--- src/rtl/rom_wave_arb.sv ---
// rom_wave_arb: round-robin arbiter that shares one waveform ROM between
// several DDS channels. It tracks each read through the ROM latency and
// returns every sample to its owner with a one-hot valid tag.
module rom_wave_arb #(
    parameter int NCH     = 2,
    parameter int ADDR_W  = 14,
    parameter int DATA_W  = 8,
    parameter int ROM_LAT = 1
) (
    input  logic                  clock,
    input  logic                  reset,
    input  logic [NCH-1:0]        req,
    input  logic [NCH*ADDR_W-1:0] req_addr,
    output logic [NCH-1:0]        gnt,
    output logic [ADDR_W-1:0]     rom_address,
    input  logic [DATA_W-1:0]     rom_q,
    output logic [NCH-1:0]        rd_valid,
    output logic [DATA_W-1:0]     rd_data
);

    localparam int PTR_W = (NCH > 1) ? $clog2(NCH) : 1;

    logic [PTR_W-1:0]  r_ptr;
    logic [ADDR_W-1:0] r_romAddress;
    logic [NCH-1:0]    r_tag [0:ROM_LAT];
    logic [NCH-1:0]    r_rdValid;
    logic [DATA_W-1:0] r_rdData;

    logic [NCH-1:0]    w_gnt;
    logic [PTR_W-1:0]  w_gntIdx;
    logic [PTR_W-1:0]  w_scanIdx;
    logic [PTR_W-1:0]  w_nextPtr;
    logic              w_xfer;
    logic [ADDR_W-1:0] w_gntAddr;

    // Rotating-priority search: first requester at or above ptr, wrapping to 0
    always_comb begin
        w_gnt     = '0;
        w_gntIdx  = '0;
        w_scanIdx = '0;
        w_xfer    = 1'b0;
        for (int k = 0; k < NCH; k++) begin
            w_scanIdx = PTR_W'((int'(r_ptr) + k) % NCH);
            if (!w_xfer && req[w_scanIdx]) begin
                w_xfer            = 1'b1;
                w_gnt[w_scanIdx]  = 1'b1;
                w_gntIdx          = w_scanIdx;
            end
        end
    end

    // Select the winner's address and the pointer slot just past the winner
    always_comb begin
        w_gntAddr = '0;
        for (int k = 0; k < NCH; k++) begin
            if (w_gnt[k]) begin
                w_gntAddr = req_addr[k*ADDR_W +: ADDR_W];
            end
        end
        w_nextPtr = PTR_W'((int'(w_gntIdx) + 1) % NCH);
    end

    // Launch the granted address to the ROM and rotate priority past the winner
    always_ff @(posedge clock or posedge reset) begin
        if (reset) begin
            r_romAddress <= '0;
            r_ptr        <= '0;
        end else if (w_xfer) begin
            r_romAddress <= w_gntAddr;
            r_ptr        <= w_nextPtr;
        end
    end

    // Owner tags ride alongside the read; stage 0 mirrors the address register,
    // the remaining ROM_LAT stages mirror the ROM's internal latency
    always_ff @(posedge clock or posedge reset) begin
        if (reset) begin
            for (int i = 0; i <= ROM_LAT; i++) begin
                r_tag[i] <= '0;
            end
        end else begin
            r_tag[0] <= w_gnt;
            for (int i = 1; i <= ROM_LAT; i++) begin
                r_tag[i] <= r_tag[i-1];
            end
        end
    end

    // Capture the sample when its tag emerges; hold the data between returns
    always_ff @(posedge clock or posedge reset) begin
        if (reset) begin
            r_rdValid <= '0;
            r_rdData  <= '0;
        end else begin
            r_rdValid <= r_tag[ROM_LAT];
            if (|r_tag[ROM_LAT]) begin
                r_rdData <= rom_q;
            end
        end
    end

    assign gnt         = w_gnt;
    assign rom_address = r_romAddress;
    assign rd_valid    = r_rdValid;
    assign rd_data     = r_rdData;

endmodule

--- config.mk ---
export PLATFORM = sky130hd
export DESIGN_NAME = rom_wave_arb
export DESIGN_NICKNAME = d
export VERILOG_FILES = /design/src/rtl/rom_wave_arb.sv
export SDC_FILE = /design/constraint.sdc
export NUM_CORES = 1
export LEC_CHECK = 0
export ABC_AREA = 0
export CAP_MARGIN = 20
export CORE_AREA = 4 4 67 69
export DETAILED_ROUTE_END_ITERATION = 10
export DIE_AREA = 0 0 71 73
export PLACE_DENSITY_LB_ADDON = 0.1
export RECOVER_POWER = 100
export SLEW_MARGIN = 10
export SYNTH_ARGS = -nofsm -noshare
export SYNTH_HDL_FRONTEND = slang
export SYNTH_SLANG_ARGS = --single-unit
export TNS_END_PERCENT = 20
--- constraint.sdc ---
create_clock -name clock -period 2.7 [get_ports clock]
set_clock_uncertainty 0.1 [all_clocks]
set_input_delay 0.54 -clock clock [delete_from_list [all_inputs] [get_ports clock]]
set_output_delay 0.54 -clock clock [all_outputs]
set_load 0.02 [all_outputs]
==> results.md <==
- The setup TNS after final layout is 0 ps.
- The flow ran to the end, but the final reports show violations.
- The count of inserted antenna diode cells is 0.
- For the finished layout, the period the worst path requires is 2620 ps.
- The total global routing track utilization is 0.130.
- The end point of the most critical hold path is r_tag[0]$_DFF_PP0_.
- The unique cell type count in the Yosys netlist is 18.
- Summing all non-filler instances in the final layout gives an area of 2100 µm².
- The area of the die is around 5200 µm².
- The initial core utilization is 0.334.
- Of the total synthesized cell area, the portion taken by AND, OR, NAND and NOR gates is 0.119.
- Of the synthesized area, sequential elements account for 0.555.
- The fraction of synthesized cell area in xor and xnor cells is 0.
- After floorplanning, the core was sized to cover 3910 µm².
- Across the VDD grid, the largest voltage drop is 0.000334 V.
- The root buffer cell chosen for the clock tree is sky130_fd_sc_hd__clkbuf_8.
- The final count of pins violating max slew is 30.
- The data arrival time at the worst-slack endpoint is roughly 2000 ps.
- The worst hold path passes through 0 cells.
- The first global-routing pass estimated 5240 µm of wire.
- After synthesis, the largest family of logic cells by area is compound AO/OA/AOI/OAI gates.
- After the flow finishes, the layout carries non-filler instances totaling 230.
- Setup slack on the worst reg-to-reg path comes out at 1190 ps.
- The clock insertion delay at the later pin of the skew report is about 280 ps.
- The number of antenna violations at the first check in global routing came to 0.
- Counting flops with a built-in enable in the synthesized netlist gives 0.
- STA classifies the critical path endpoint as a primary output.
- Clock tree synthesis inserted a total of 5 buffers.
- The H-tree was split into 2 levels.
- Entering global routing, the biggest net connects 30 pins.
- Setup violations remaining at the end of the flow were counted as 0.
- The clock tree from TritonCTS is done.
- After technology mapping, the gate count stands at 108.
- After global routing the overflow that remains totals 0.
- The capture instance of the worst register-to-register path is rd_data[3]$_DFFE_PP0P_.
- For the pin with the worst max-slew slack, the measured transition is 1540 ps.
- The synthesized netlist net count is 148.
- The core occupancy in the finished layout is 0.538.
- The critical path data required time is 2060 ps.
- The final reports fail on max-capacitance violations, max-slew violations.
- In this run, the number of DRC markers left after iteration 0 of detailed routing was 32.
- The total DRC errors in the routed layout is 0.
- In this run the static leakage power is 0.853 nW.
- Across the run, the number of max-cap violations was 1.
- The final count of hold timing violations is 0.
- The final net count is ~220.
- In the finished design, the share of the clock period the worst path needs comes to 0.969.
- The worst register-to-register path begins at r_tag[1]$_DFF_PP0_.
- The placed cell count is 222.
- The share of the synthesized area in compound gates (AO/OA/AOI/OAI) came to 0.214.
- After legalization and detailed placement, the total HPWL measured 2480 µm.
- During placement, the flow inserted port buffers numbering 65.
- The routed wire length is 3260 µm.
- In this run the worst hold path is classified as reg -> reg.
- From left edge to right edge, the die measures 71 µm.
- In the final layout, the share of cells above drive strength 1 is 0.111.
- The total I/O pin count is 66.
- Setup repair after global routing left no endpoint under its margin.
- Of the total synthesized cell area, the portion taken by full adders, half adders and majority gates is 0.
- The kind of launch point of the worst setup path is an input port.
- The via count is 1,080.
- The number of global-route vias before repair is approximately 1,100.
- Clock-pin slew was measured on the worst setup and hold paths at 70 ps.
- The share of flip-flops with an asynchronous set or reset is 1.00.
- The maximum clock insertion buffer count is 2.
- The count of fill cells added during filler insertion is 361.
- Of the post-synthesis cell area, the part taken by muxes is 0.0689.
- Leaving out fill and tap cells, the most frequent cells in the layout are 39 x sky130_fd_sc_hd__clkdlybuf4s50_1, 29 x sky130_fd_sc_hd__dfrtp_1, 25 x sky130_fd_sc_hd__dlygate4sd3_1, 15 x sky130_fd_sc_hd__nor2_1.
- In this run the most critical hold path is launched from r_tag[2]$_DFF_PP0_.
- The vertical die dimension is 73 µm.
- For this design the ratio of total power to cell area is 621 nW/µm².
- The critical path in this run is classified as in -> out.
- The global placer's final weighted congestion is 0.670.
- After detailed placement, the total cell area comes to 2020 µm².
- The number of cells traversed by the worst register-to-register path is 2.
- For this run, the top clock speed supported by timing is 0.382 GHz.
- In the synthesized netlist the dominant register cell turns out to be sky130_fd_sc_hd__dfrtp_1.
- The flop and latch count out of synthesis is 29.
- The tightest hold margin is 252 ps.
- The most frequent standard cell in the layout excluding fill and tap cells is sky130_fd_sc_hd__clkdlybuf4s50_1.
- The first TritonRoute pass finished after 3 iterations.
- In the final routed layout, each cell accounts on average for 14.2 µm.
- From synthesis to final layout, the design area changed by 61.0%.
- The largest fanout on the critical path is 4.
- Yosys printed 0 warnings.
- Dividing the synthesized area by the synthesized cell count gives 12.1 µm².
- The vias per cell is around 4.7.
- For this design, the sink count on the clock tree is 29.
- The floorplan row count is 23.
- The worst slew margin relative to its limit is -0.0272.
- The remaining antenna violation count is 0.
- The number of buffers inserted by post-CTS setup repair is 0.
- The synthesized netlist occupies a cell area of 1310 µm².
==> power breakdown <==
| group | switching, mW | internal, mW | total (mW) | leakage [nW] |
|---|---|---|---|---|
| Sequential | 0.0227 | 0.488 | 0.511 | 0.341 |
| Clock | 0.161 | 0.300 | 0.461 | 0.0574 |
| Combinational | 0.164 | 0.172 | 0.335 | 0.454 |
| Total | 0.348 | 0.960 | 1.31 | 0.853 |
==> repair_timing <==
action                     CTS  global route
setup endpoints to repair    0             1
hold endpoints to repair     0             0
hold buffers                 0             0
gates resized for setup      0             1
==> synth_stat cells, drive strengths merged (3+ instances only) <==
| library cell | instances | share of area |
|---|---|---|
| a211oi | 14 | 0.080 |
| nor2b | 14 | 0.067 |
| mux2 | 8 | 0.069 |
| nor2 | 15 | 0.049 |
| o22ai | 14 | 0.11 |
| dfrtp | 29 | 0.56 |
| inv | 3 | 0.0086 |
| buf | 6 | 0.032 |
==> final cells by class <==
class                           count  area, µm²  area share
Multi-Input combinational cell     69        499       0.237
Clock inverter                      2       37.5      0.0178
Clock buffer                        6       82.6      0.0392
Sequential cell                    29        726       0.345
Timing Repair Buffer               71        686       0.326
Tap cell                           50       62.6      0.0297
Inverter                            3       11.3     0.00535
==> sequential cells by signal, indices dropped and copies added (netlist names), named ones only <==
register     cells
rom_address     14
r_tag            4
rd_data          8
rd_valid         2
==> critical path, cell delays in order <==
cell                              delay [ps]
sky130_fd_sc_hd__clkdlybuf4s50_1         520
sky130_fd_sc_hd__a21bo_4                 240
sky130_fd_sc_hd__inv_1                    70
sky130_fd_sc_hd__clkdlybuf4s50_1         600
==> per-stage QoR <==
stage               setup slack, ps  total power, mW
detailed placement             57.4            0.889
global route                   44.9             1.38
global placement               80.8            0.881
finish                         82.4             1.31
floorplan                       784            0.699
CTS                            52.5             1.36
==> worst max path at each step <==
stage                     slack (ps)   start      to
after detailed placement          60  req[1]  gnt[1]
after global routing              40  req[0]  gnt[0]
final                             80  req[0]  gnt[0]
after CTS                         50  req[1]  gnt[1]
after floorplan                  780  req[1]  gnt[1]
after global placement            80  req[1]  gnt[1]
==> metal layers <==
metal / track usage / up-vias / routed length, µm
li1: - / 531 / -
met1: 0.146 / 506 / 1250
met2: 0.230 / 41 / 1740
met3: 0.0579 / 2 / 259
met4: 0.0251 / 0 / 7
met5: 0 / - / 0
==> cells by family (layout without fill, tap and decap cells) <==
| logic type | after synthesis | count (layout) |
|---|---|---|
| compound gates | 31 | 31 |
| buf+inv | 10 | 82 |
| flops | 29 | 29 |
| mux | 8 | 8 |
| simple gates | 30 | 30 |
(Power assumes the default switching activity.)
